`config.mk`:
```
export PLATFORM = sky130hd
export DESIGN_NAME = up_down_sequence_decoder
export DESIGN_NICKNAME = d
export VERILOG_FILES = /design/src/rtl/up_down_pkg.sv /design/src/rtl/updn_step_classifier.sv /design/src/rtl/up_down_sequence_decoder.sv
export SDC_FILE = /design/constraint.sdc
export NUM_CORES = 1
export LEC_CHECK = 0
export CAP_MARGIN = 40
export CORE_ASPECT_RATIO = 1.5
export CORE_MARGIN = 2
export CORE_UTILIZATION = 45
export CTS_CLUSTER_DIAMETER = 150
export DETAILED_ROUTE_END_ITERATION = 7
export PLACE_DENSITY = 0.68
export SETUP_SLACK_MARGIN = 0.3
export SLEW_MARGIN = 20
export SYNTH_ARGS = -nofsm -noshare
export SYNTH_HDL_FRONTEND = slang
export SYNTH_SLANG_ARGS = --single-unit
```
`constraint.sdc`:
```
create_clock -name clk -period 8.8 [get_ports clk]
set_clock_uncertainty 0.1 [all_clocks]
set_input_delay 2.2 -clock clk [delete_from_list [all_inputs] [get_ports clk]]
set_output_delay 2.2 -clock clk [all_outputs]
set_load 0.02 [all_outputs]
```
`src/rtl/up_down_pkg.sv`:
```
// Shared types, constants and step helpers for the up/down count-stream decoder.
package up_down_pkg;

    localparam int unsigned DATA_W = 8;
    localparam int unsigned SEL_W  = 2;
    localparam int unsigned RUN_W  = 4;
    localparam int unsigned CNT_W  = 16;

    typedef enum logic [1:0] {
        ST_IDLE   = 2'd0,
        ST_ACQ    = 2'd1,
        ST_LOCKED = 2'd2
    } state_t;

    localparam logic [DATA_W-1:0] STEP_1 = 8'd1;
    localparam logic [DATA_W-1:0] STEP_2 = 8'd2;
    localparam logic [DATA_W-1:0] STEP_4 = 8'd4;
    localparam logic [DATA_W-1:0] STEP_8 = 8'd8;

    function automatic logic [DATA_W-1:0] step_of(input logic [SEL_W-1:0] s);
        logic [DATA_W-1:0] r;
        case (s)
            2'd0:    r = STEP_1;
            2'd1:    r = STEP_2;
            2'd2:    r = STEP_4;
            default: r = STEP_8;
        endcase
        return r;
    endfunction

    // Modular prediction of the value that follows v for a given direction/step.
    function automatic logic [DATA_W-1:0] next_of(input logic [DATA_W-1:0] v,
                                                   input logic              dir,
                                                   input logic [SEL_W-1:0]  s);
        return dir ? DATA_W'(v - step_of(s)) : DATA_W'(v + step_of(s));
    endfunction

endpackage

```
`src/rtl/updn_step_classifier.sv`:
```
// Combinational delta classifier: maps a modular delta onto {legal, direction, step code}.
module updn_step_classifier
    import up_down_pkg::*;
(
    input  logic [DATA_W-1:0] i_delta,
    output logic              o_legal,
    output logic              o_dir,
    output logic [SEL_W-1:0]  o_sel
);

    always_comb begin
        o_legal = 1'b0;
        o_dir   = 1'b0;
        o_sel   = '0;
        case (i_delta)
            8'h01: begin o_legal = 1'b1; o_dir = 1'b0; o_sel = 2'd0; end
            8'h02: begin o_legal = 1'b1; o_dir = 1'b0; o_sel = 2'd1; end
            8'h04: begin o_legal = 1'b1; o_dir = 1'b0; o_sel = 2'd2; end
            8'h08: begin o_legal = 1'b1; o_dir = 1'b0; o_sel = 2'd3; end
            8'hFF: begin o_legal = 1'b1; o_dir = 1'b1; o_sel = 2'd0; end
            8'hFE: begin o_legal = 1'b1; o_dir = 1'b1; o_sel = 2'd1; end
            8'hFC: begin o_legal = 1'b1; o_dir = 1'b1; o_sel = 2'd2; end
            8'hF8: begin o_legal = 1'b1; o_dir = 1'b1; o_sel = 2'd3; end
            default: ;
        endcase
    end

endmodule

```
`src/rtl/up_down_sequence_decoder.sv`:
```
// Recovers direction/step of an 8-bit counter stream, predicts the next value, flags breaks.
// Optional saturating error counter enabled by defining UPDN_DEC_ERR_CNT_EN.
module up_down_sequence_decoder
    import up_down_pkg::*;
#(
    parameter int unsigned LOCK_CNT = 3
)
(
    input  logic              clk,
    input  logic              rst_n,
    input  logic              in_valid,
    input  logic [DATA_W-1:0] y,
    input  logic              comp,
    output logic              locked,
    output logic              up_down,
    output logic [SEL_W-1:0]  sel,
    output logic              err,
    output logic [DATA_W-1:0] expected,
    output logic [CNT_W-1:0]  err_count
);

    state_t              r_state;
    logic [DATA_W-1:0]   r_ref;
    logic [RUN_W-1:0]    r_run;
    logic                r_cand_dir;
    logic [SEL_W-1:0]    r_cand_sel;
    logic                r_locked;
    logic                r_up_down;
    logic [SEL_W-1:0]    r_sel;
    logic                r_err;
    logic [DATA_W-1:0]   r_expected;

    logic [DATA_W-1:0]   w_v;
    logic [DATA_W-1:0]   w_delta;
    logic                w_hold;
    logic                w_legal;
    logic                w_dir;
    logic [SEL_W-1:0]    w_sel;
    logic                w_match;
    logic [RUN_W-1:0]    w_run_nxt;
    logic                w_err_set;

    assign w_v     = comp ? ~y : y;
    assign w_delta = DATA_W'(w_v - r_ref);
    assign w_hold  = (w_delta == '0);

    updn_step_classifier u_cls (
        .i_delta (w_delta),
        .o_legal (w_legal),
        .o_dir   (w_dir),
        .o_sel   (w_sel)
    );

    // A step only extends the run when it repeats the current candidate.
    assign w_match   = (r_run != '0) && (w_dir == r_cand_dir) && (w_sel == r_cand_sel);
    assign w_run_nxt = w_match ? RUN_W'(r_run + RUN_W'(1)) : RUN_W'(1);

    assign w_err_set = in_valid && (r_state == ST_LOCKED) && !w_hold && (w_v != r_expected);

    always_ff @(posedge clk) begin
        if (rst_n) begin
            r_state    <= ST_IDLE;
            r_ref      <= '0;
            r_run      <= '0;
            r_cand_dir <= 1'b0;
            r_cand_sel <= '0;
            r_locked   <= 1'b0;
            r_up_down  <= 1'b0;
            r_sel      <= '0;
            r_err      <= 1'b0;
            r_expected <= '0;
        end else begin
            r_err <= 1'b0;
            if (in_valid) begin
                case (r_state)
                    ST_IDLE: begin
                        r_ref   <= w_v;
                        r_run   <= '0;
                        r_state <= ST_ACQ;
                    end
                    ST_ACQ: begin
                        if (!w_hold) begin
                            r_ref <= w_v;
                            if (w_legal) begin
                                r_cand_dir <= w_dir;
                                r_cand_sel <= w_sel;
                                r_run      <= w_run_nxt;
                                if (w_run_nxt == RUN_W'(LOCK_CNT)) begin
                                    r_state    <= ST_LOCKED;
                                    r_locked   <= 1'b1;
                                    r_up_down  <= w_dir;
                                    r_sel      <= w_sel;
                                    r_expected <= next_of(w_v, w_dir, w_sel);
                                end
                            end else begin
                                r_run <= '0;
                            end
                        end
                    end
                    ST_LOCKED: begin
                        if (!w_hold) begin
                            r_ref <= w_v;
                            if (w_err_set) begin
                                r_err    <= 1'b1;
                                r_locked <= 1'b0;
                                r_run    <= '0;
                                r_state  <= ST_ACQ;
                            end else begin
                                r_expected <= next_of(w_v, r_up_down, r_sel);
                            end
                        end
                    end
                    default: r_state <= ST_IDLE;
                endcase
            end
        end
    end

`ifdef UPDN_DEC_ERR_CNT_EN
    logic [CNT_W-1:0] r_err_count;

    // Counts on the same edge that raises err, so both appear together.
    always_ff @(posedge clk) begin
        if (rst_n) begin
            r_err_count <= '0;
        end else if (w_err_set && (r_err_count != '1)) begin
            r_err_count <= CNT_W'(r_err_count + CNT_W'(1));
        end
    end

    assign err_count = r_err_count;
`else
    assign err_count = '0;
`endif

    assign locked   = r_locked;
    assign up_down  = r_up_down;
    assign sel      = r_sel;
    assign err      = r_err;
    assign expected = r_expected;

endmodule

```
==> results of run 1 <==
## state kept, by name, indices dropped and copies added, names as in the netlist
register / cells
r_run: 4
r_cand_dir: 1
up_down: 1
r_state: 2
r_cand_sel: 2
locked: 1
err: 1
expected: 8
sel: 2
r_ref: 8
## stage by stage
stage	std cells	total power [mW]
after global placement	440	0.361
final	450	0.502
after CTS	450	0.506
after detailed placement	442	0.364
after global routing	450	0.536
after floorplan	363	0.321
## report_power, final
part	internal (mW)	switching (mW)	total [mW]
sequential	0.140	0.00252	0.143
combinational	0.0858	0.134	0.220
clock	0.0833	0.0565	0.140
## layer usage
layer	routed length, um	vias to the layer above
li1	-	1273
met1	2640	1169
met2	3550	54
met3	224	15
met4	189	0
met5	0	-
## cell type report
type                       count  area share (%)
timing repair buffer          33            9.28
clock buffer                   5            2.09
sequential                    30            18.3
tap                           74            2.81
multi-input combinational    279            63.4
inverter                      26            2.97
clock inverter                 3            1.22
## how the worst max path moves through the flow
| stage | startpoint | endpoint | cells past startpoint |
|---|---|---|---|
| 3_5_place_dp | comp | expected[7] | 23 |
| 5_1_grt | comp | expected[7] | 23 |
| 2_1_floorplan | comp | expected[7] | 23 |
| 4_1_cts | comp | expected[7] | 23 |
| 3_3_place_gp | comp | expected[7] | 23 |
| 6_report | comp | expected[7] | 23 |
## kinds of logic after synthesis
| logic type | after synthesis | synth area share, % |
|---|---|---|
| xor gates and xnor gates | 34 | 12.2 |
| DFF | 30 | 20.7 |
| and+or+nand+nor | 112 | 21.6 |
| adders and majority gates | 25 | 11.3 |
| AOI/OAI and AO/OA | 84 | 21.9 |
| other | 1 | 0.129 |
| muxes | 8 | 2.85 |
| buffers and inverters | 54 | 9.24 |
## critical path: cells and delay by family
family | cells | cell delay [ps]
AOI/OAI and AO/OA | 7 | 1650
buffers and inverters | 2 | 980
xor gates and xnor gates | 4 | 670
muxes | 1 | 260
adders and majority gates | 4 | 1360
and+or+nand+nor | 5 | 990
## cells in the final DEF, fill, tap and decap left out, types with 4 or more instances in the layout
cell	count
sky130_fd_sc_hd__a211oi_1	11
sky130_fd_sc_hd__a21o_1	5
sky130_fd_sc_hd__a21oi_1	12
sky130_fd_sc_hd__a31oi_1	4
sky130_fd_sc_hd__buf_4	8
sky130_fd_sc_hd__clkbuf_8	5
sky130_fd_sc_hd__clkdlybuf4s50_1	24
sky130_fd_sc_hd__conb_1	16
sky130_fd_sc_hd__dfxtp_1	30
sky130_fd_sc_hd__ha_1	23
sky130_fd_sc_hd__inv_1	26
sky130_fd_sc_hd__mux2i_1	6
sky130_fd_sc_hd__nand2_1	13
sky130_fd_sc_hd__nand2b_1	8
sky130_fd_sc_hd__nand3_1	4
sky130_fd_sc_hd__nor2_1	39
sky130_fd_sc_hd__nor2b_1	6
sky130_fd_sc_hd__nor3_1	6
sky130_fd_sc_hd__o211ai_1	5
sky130_fd_sc_hd__o21ai_0	9
sky130_fd_sc_hd__o21ai_1	5
sky130_fd_sc_hd__o41ai_1	7
sky130_fd_sc_hd__or3_1	4
sky130_fd_sc_hd__xnor2_1	14
sky130_fd_sc_hd__xor2_1	14
==> run summary, run 1 <==
SYNTHESIS
---------------------------------------------------------------------------------------
Synth Flop Type                                                            sky130_fd_sc_hd__dfxtp_1
Number of library cell types mapped by synthesis                                     68
Number of enable flip-flop cells after synthesis                                      0
Mean area per synthesized cell                                                 8.32 um2
Synth async-reset ratio                                                              0%
Most frequent cell after synthesis                                         sky130_fd_sc_hd__nor2_1
Yosys Warn Count                                                                      0
Synthesized netlist cell count                                                      348
Top area cells in the synthesized netlist                                  sky130_fd_sc_hd__dfxtp_1 (21%), sky130_fd_sc_hd__ha_1 (9.9%), sky130_fd_sc_hd__nor2_1 (5.1%), sky130_fd_sc_hd__buf_4 (4.4%), sky130_fd_sc_hd__xnor2_1 (4.2%)
Share of the yosys chip area belonging to registers                               20.7%
Largest area contributor in the synthesized netlist                        sky130_fd_sc_hd__dfxtp_1
Post-synth top cells                                                       sky130_fd_sc_hd__nor2_1 (39), sky130_fd_sc_hd__dfxtp_1 (30), sky130_fd_sc_hd__inv_1 (26)
Share of the synthesized area in the top cell type                                20.7%
Yosys reg bits                                                                       30
Netlist Area Pre-Place                                                         2900 um2

STA
---------------------------------------------------------------------------------------
Final critical-path required period                                             8030 ps
Final critical-path share of the clock period                                     91.2%
Normalized max-slew margin                                                        47.0%
Total count of hold-check failures in the final report                                0
Smallest hold slack                                                              365 ps
Setup slack of the critical path after layout                                    771 ps
Max Clock Freq                                                                0.125 GHz
Setup-failing EPs final                                                               0
Pin slew with the least headroom to its limit                                    775 ps
Accumulated negative setup slack                                                   0 ps
RSZ-0062 raised after global routing                                              false
Final-report max-slew violation count                                                 0

CTS
---------------------------------------------------------------------------------------
CTS buffer count                                                                      5
Worst-Skew Late Latency                                                          280 ps
CTS clock-pin slew for the worst setup and hold paths                             70 ps
Clock root buffer master                                                   sky130_fd_sc_hd__clkbuf_8
Buffer depth of the longest clock path                                                2
Post-CTS Hold Fix Bufs                                                                0
Total number of H-tree levels                                                         2
Clock tree from TritonCTS                                                           yes
Sinks on Clock Net                                                                   30
Post_cts resized                                                                      0
Total setup buffers inserted after CTS                                                0

FLOORPLAN
---------------------------------------------------------------------------------------
Die Span X                                                                      69.5 um
Die boundary height                                                              102 um
Core region area                                                               6170 um2
Number of rows created at floorplan                                                  35
Total die area                                                                 7110 um2
I/O pin count                                                                        41
Effective utilization at floorplan                                                46.9%

DETAILED ROUTING
---------------------------------------------------------------------------------------
Via count                                                                          2511
Antenna-violating nets left                                                           0
DR pass1 iterations                                                                   5
Average detailed-routed wire length per instance                                14.7 um
Post-detailed-route via-to-cell ratio                                              5.58
Number of violations reported at the end of detailed-routing iteration 0             59
DRC violation count after routing                                                     0
Detailed-route wire length                                                      6610 um

GLOBAL ROUTE
---------------------------------------------------------------------------------------
Met3 Track Usage GR                                                               2.76%
Most utilized layer in the global route result                                     met2
GR Util met2                                                                      37.9%
GR Overflow Total                                                                     0
Global-route total usage across every layer                                       19.5%
Pin count of the biggest net entering global routing                                 43
First-pass GRT wire length                                                     11100 um
Antenna violations before repair                                                      0
Vias in the first global route                                                     2437
GR Util met1                                                                      20.3%

CELLS AND AREA
---------------------------------------------------------------------------------------
Post-layout instance area                                                      3290 um2
Antenna diode instance count                                                          0
Layout Utilization                                                                53.3%
Area of the multi-input gates                                                  2080 um2
Sequential standard cell area                                                   601 um2
Fraction of final layout cells sized beyond drive strength 1                      10.4%
Number of nets in the layout                                                        412
Layout overhead on the synthesized area                                           13.6%
Fill cell instance count of the final layout                                        603

MIN PATH
---------------------------------------------------------------------------------------
Hold Crit Class                                                            flop to flop
Terminating pin of the worst hold path                                         r_ref[3]
Depth of the worst hold-timing path                                                   2
Hold Crit Start                                                                r_ref[3]

WORST SETUP PATH
---------------------------------------------------------------------------------------
R2R Path Start                                                                 r_ref[0]
Required @ worst endpoint                                                       8880 ps
Cell Chain, Critical Path                                                  clkdlybuf4s50_1 -> xnor2_1 -> ha_1 -> fa_1 -> nand2b_1 -> a21oi_1 -> xor2_1 -> or3_1 -> or2_2 -> a2111oi_0 -> inv_1 -> ha_1 -> nor2_1 -> a21oi_1 -> o22ai_1 -> ha_1 -> a21o_1 -> a21o_1 -> a31oi_1 -> xnor2_1 -> xnor2_1 -> nor2_1 -> mux2_2
Worst-case reg-to-reg path depth                                                     21
Critical path arrival                                                           8110 ps
Type of the worst setup path                                               primary input to flop
Maximum fanout along the worst path                                                  10
Category of the worst setup path launch point                              primary input
Worst-path cell with the longest stage delay                               sky130_fd_sc_hd__clkdlybuf4s50_1
Minimum setup slack among reg-to-reg paths                                      3500 ps
Endpoint of the most critical register-to-register path                     expected[7]
Endpoint type of the worst setup path                                              flop
Largest stage delay, worst path                                                  830 ps

POWER AND IR DROP
---------------------------------------------------------------------------------------
Leakage dissipation                                                             1.30 nW
Power density over cell area                                                 153 nW/um2
IR drop worst, VDD                                                              89.8 uV

PLACE
---------------------------------------------------------------------------------------
Dpl cell area                                                                  3180 um2
Number of port buffers                                                               24
Estimated wirelength of the detail-placed design                                5260 um
Worst setup slack after placement                                                474 ps
GPL Wtd Cong                                                                      0.828

RUN STATUS
---------------------------------------------------------------------------------------
Result of the run                                                             completed

RUN
---------------------------------------------------------------------------------------
MaxCap Viol Count                                                                     0

Note: power is estimated with default switching activity, not from simulation.
==> run 2, diff against run 1 <==
- CORE_ASPECT_RATIO: 1.5 -> unset
- REMOVE_ABC_BUFFERS: unset -> 1
==> run summary, run 2 (synthesized netlist as in run 1, its figures left out) <==
GLOBAL ROUTE
---------------------------------------------------------------------------------------
GR Overflow Total                                                                     0   unchanged
Antenna violations before repair                                                      0   unchanged
Pin count of the biggest net entering global routing                                 43   unchanged
First-pass GRT wire length                                                     10900 um   was 11100 um
Global-route total usage across every layer                                       18.7%   was 19.5%
Vias in the first global route                                                     2327   was 2437

MIN PATH
---------------------------------------------------------------------------------------
Hold Crit Class                                                            flop to flop   unchanged

CTS
---------------------------------------------------------------------------------------
Buffer depth of the longest clock path                                                2   unchanged
Post_cts resized                                                                      0   unchanged
Total number of H-tree levels                                                         2   unchanged
Sinks on Clock Net                                                                   30   unchanged
Worst-Skew Late Latency                                                          280 ps   about the same
Clock tree from TritonCTS                                                           yes   unchanged
Clock root buffer master                                                   sky130_fd_sc_hd__clkbuf_8   unchanged
CTS buffer count                                                                      5   unchanged
Total setup buffers inserted after CTS                                                0   unchanged
CTS clock-pin slew for the worst setup and hold paths                             70 ps   about the same
Post-CTS Hold Fix Bufs                                                                0   unchanged

PLACE
---------------------------------------------------------------------------------------
GPL Wtd Cong                                                                      0.850   was 0.828
Number of port buffers                                                               24   unchanged
Worst setup slack after placement                                                483 ps   was 474 ps
Estimated wirelength of the detail-placed design                                5040 um   was 5260 um

STA
---------------------------------------------------------------------------------------
Setup-failing EPs final                                                               0   unchanged
Accumulated negative setup slack                                                   0 ps   unchanged
Final critical-path share of the clock period                                     91.8%   was 91.2%
RSZ-0062 raised after global routing                                              false   unchanged
Total count of hold-check failures in the final report                                0   unchanged
Final critical-path required period                                             8070 ps   was 8030 ps
Setup slack of the critical path after layout                                    725 ps   was 771 ps
Normalized max-slew margin                                                        47.9%   was 47.0%
Max Clock Freq                                                                0.124 GHz   was 0.125 GHz
Smallest hold slack                                                              371 ps   was 365 ps
Pin slew with the least headroom to its limit                                    763 ps   was 775 ps
Final-report max-slew violation count                                                 0   unchanged

POWER AND IR DROP
---------------------------------------------------------------------------------------
Leakage dissipation                                                             1.30 nW   about the same
IR drop worst, VDD                                                              83.6 uV   was 89.8 uV
Power density over cell area                                                 154 nW/um2   was 153 nW/um2

CELLS AND AREA
---------------------------------------------------------------------------------------
Area of the multi-input gates                                                  2080 um2   unchanged
Layout overhead on the synthesized area                                           13.9%   was 13.6%
Antenna diode instance count                                                          0   unchanged
Commonest non-fill, non-tap cell in the layout                             sky130_fd_sc_hd__nor2_1   unchanged
Fraction of final layout cells sized beyond drive strength 1                      10.1%   was 10.4%
Number of nets in the layout                                                        412   unchanged
Sequential standard cell area                                                   601 um2   unchanged
Commonest cells after routing, fill and taps aside                         sky130_fd_sc_hd__nor2_1 (39), sky130_fd_sc_hd__dfxtp_1 (30), sky130_fd_sc_hd__inv_1 (26)   unchanged
Fill cell instance count of the final layout                                        613   was 603

WORST SETUP PATH
---------------------------------------------------------------------------------------
R2R Path Start                                                                 r_ref[0]   unchanged
Endpoint type of the worst setup path                                              flop   unchanged
Required @ worst endpoint                                                       8880 ps   about the same
Maximum fanout along the worst path                                                  10   unchanged
Type of the worst setup path                                               primary input to flop   unchanged
Launch point of the critical path                                                  comp   unchanged
Combined buffer and inverter count along the critical path                            2   unchanged
Largest stage delay, worst path                                                  840 ps   was 830 ps
Worst-path cell with the longest stage delay                               sky130_fd_sc_hd__clkdlybuf4s50_1   unchanged
Cell Chain, Critical Path                                                  clkdlybuf4s50_1 -> xnor2_1 -> ha_1 -> fa_1 -> nand2b_1 -> a21oi_1 -> xor2_1 -> or3_1 -> or2_2 -> a2111oi_0 -> inv_1 -> ha_1 -> nor2_1 -> a21oi_1 -> o22ai_1 -> ha_1 -> a21o_1 -> a21o_1 -> a31oi_1 -> xnor2_1 -> xnor2_1 -> nor2_1 -> mux2_2   unchanged
Top Family by Delay on Critical Path                                       compound AO/OA/AOI/OAI gates   unchanged
Endpoint of the most critical register-to-register path                     expected[7]   unchanged
Critical path arrival                                                           8150 ps   was 8110 ps
Category of the worst setup path launch point                              primary input   unchanged
Minimum setup slack among reg-to-reg paths                                      3480 ps   was 3500 ps
Capturing element of the worst setup path                                   expected[7]   unchanged
Worst-case reg-to-reg path depth                                                     21   unchanged
Logic depth of the worst path, buffers included                                      23   unchanged

FLOORPLAN
---------------------------------------------------------------------------------------
Die boundary height                                                             84.2 um   was 102 um
Core region area                                                               6280 um2   was 6170 um2
Effective utilization at floorplan                                                46.1%   was 46.9%
Number of rows created at floorplan                                                  29   was 35
I/O pin count                                                                        41   unchanged
Die Span X                                                                      84.2 um   was 69.5 um
Total die area                                                                 7090 um2   was 7110 um2

DETAILED ROUTING
---------------------------------------------------------------------------------------
DRC violation count after routing                                                     0   unchanged
Antenna-violating nets left                                                           0   unchanged
DR pass1 iterations                                                                   4   was 5
Number of violations reported at the end of detailed-routing iteration 0            263   was 59
Average detailed-routed wire length per instance                                14.4 um   was 14.7 um
Post-detailed-route via-to-cell ratio                                              5.54   was 5.58
Detailed-route wire length                                                      6500 um   was 6610 um
Via count                                                                          2506   was 2511

RUN STATUS
---------------------------------------------------------------------------------------
Result of the run                                                             completed   unchanged

RUN
---------------------------------------------------------------------------------------
MaxCap Viol Count                                                                     0   unchanged

-- run 2: changes by cell type in the layout (fill, tap and decap cells not counted) --
| cell | delta |
|---|---|
| sky130_fd_sc_hd__clkinv_2 | -2 |
| sky130_fd_sc_hd__buf_2 | -1 |
| sky130_fd_sc_hd__clkbuf_8 | +1 |
| sky130_fd_sc_hd__buf_4 | +1 |
-- run 2: area by class of cell --
| class | count | share of cell area (%) |
|---|---|---|
| Timing Repair Buffer | 33 | 9.33 |
| Clock inverter | 1 | 0.910 |
| Multi-Input combinational cell | 279 | 63.2 |
| Clock buffer | 6 | 2.50 |
| Sequential cell | 30 | 18.2 |
| Tap cell | 77 | 2.92 |
| Inverter | 26 | 2.96 |
-- run 2: worst min-delay path by stage --
stage                     cells past startpoint  slack (ps)  endpoint  startpoint
final                                         2         370  r_ref[6]    r_ref[6]
after global routing                          2         410  r_ref[5]    r_ref[5]
after CTS                                     2         370  r_ref[5]    r_ref[5]
after detailed placement                      2         360  r_ref[2]    r_ref[2]
after global placement                        2         360  r_ref[4]    r_ref[4]
after floorplan                               2         340  r_ref[2]    r_ref[2]
-- run 2: worst min-delay path: stages, from the launching register on --
cell and delay, ps:
sky130_fd_sc_hd__dfxtp_1 300, sky130_fd_sc_hd__inv_1 60, sky130_fd_sc_hd__a211oi_1 60
-- run 2: layer usage --
| layer | global-route usage (%) | up-vias | part of all wire [%] |
|---|---|---|---|
| met5 | 0 | - | 0 |
| met4 | 3.52 | 0 | 0.82 |
| met3 | 3.15 | 7 | 3.2 |
| met2 | 32.8 | 50 | 49 |
| met1 | 24.2 | 1175 | 47 |
| li1 | - | 1274 | - |
-- run 2: metrics by stage --
step           cell area (um2)  util [%]  total power, mW  std cells
4_1_cts                   3300      52.6            0.511        452
3_5_place_dp              3190      50.8            0.363        445
2_1_floorplan             2780         -            0.312        335
5_1_grt                   3300      52.6            0.539        452
3_3_place_gp              3180      50.6            0.359        444
6_report                  3300      52.6            0.509        452
-- run 2: report_power, final --
part,internal [mW],switching [mW]
clock network,0.0906,0.0549
registers,0.140,0.00239
logic,0.0857,0.135
total,0.317,0.192
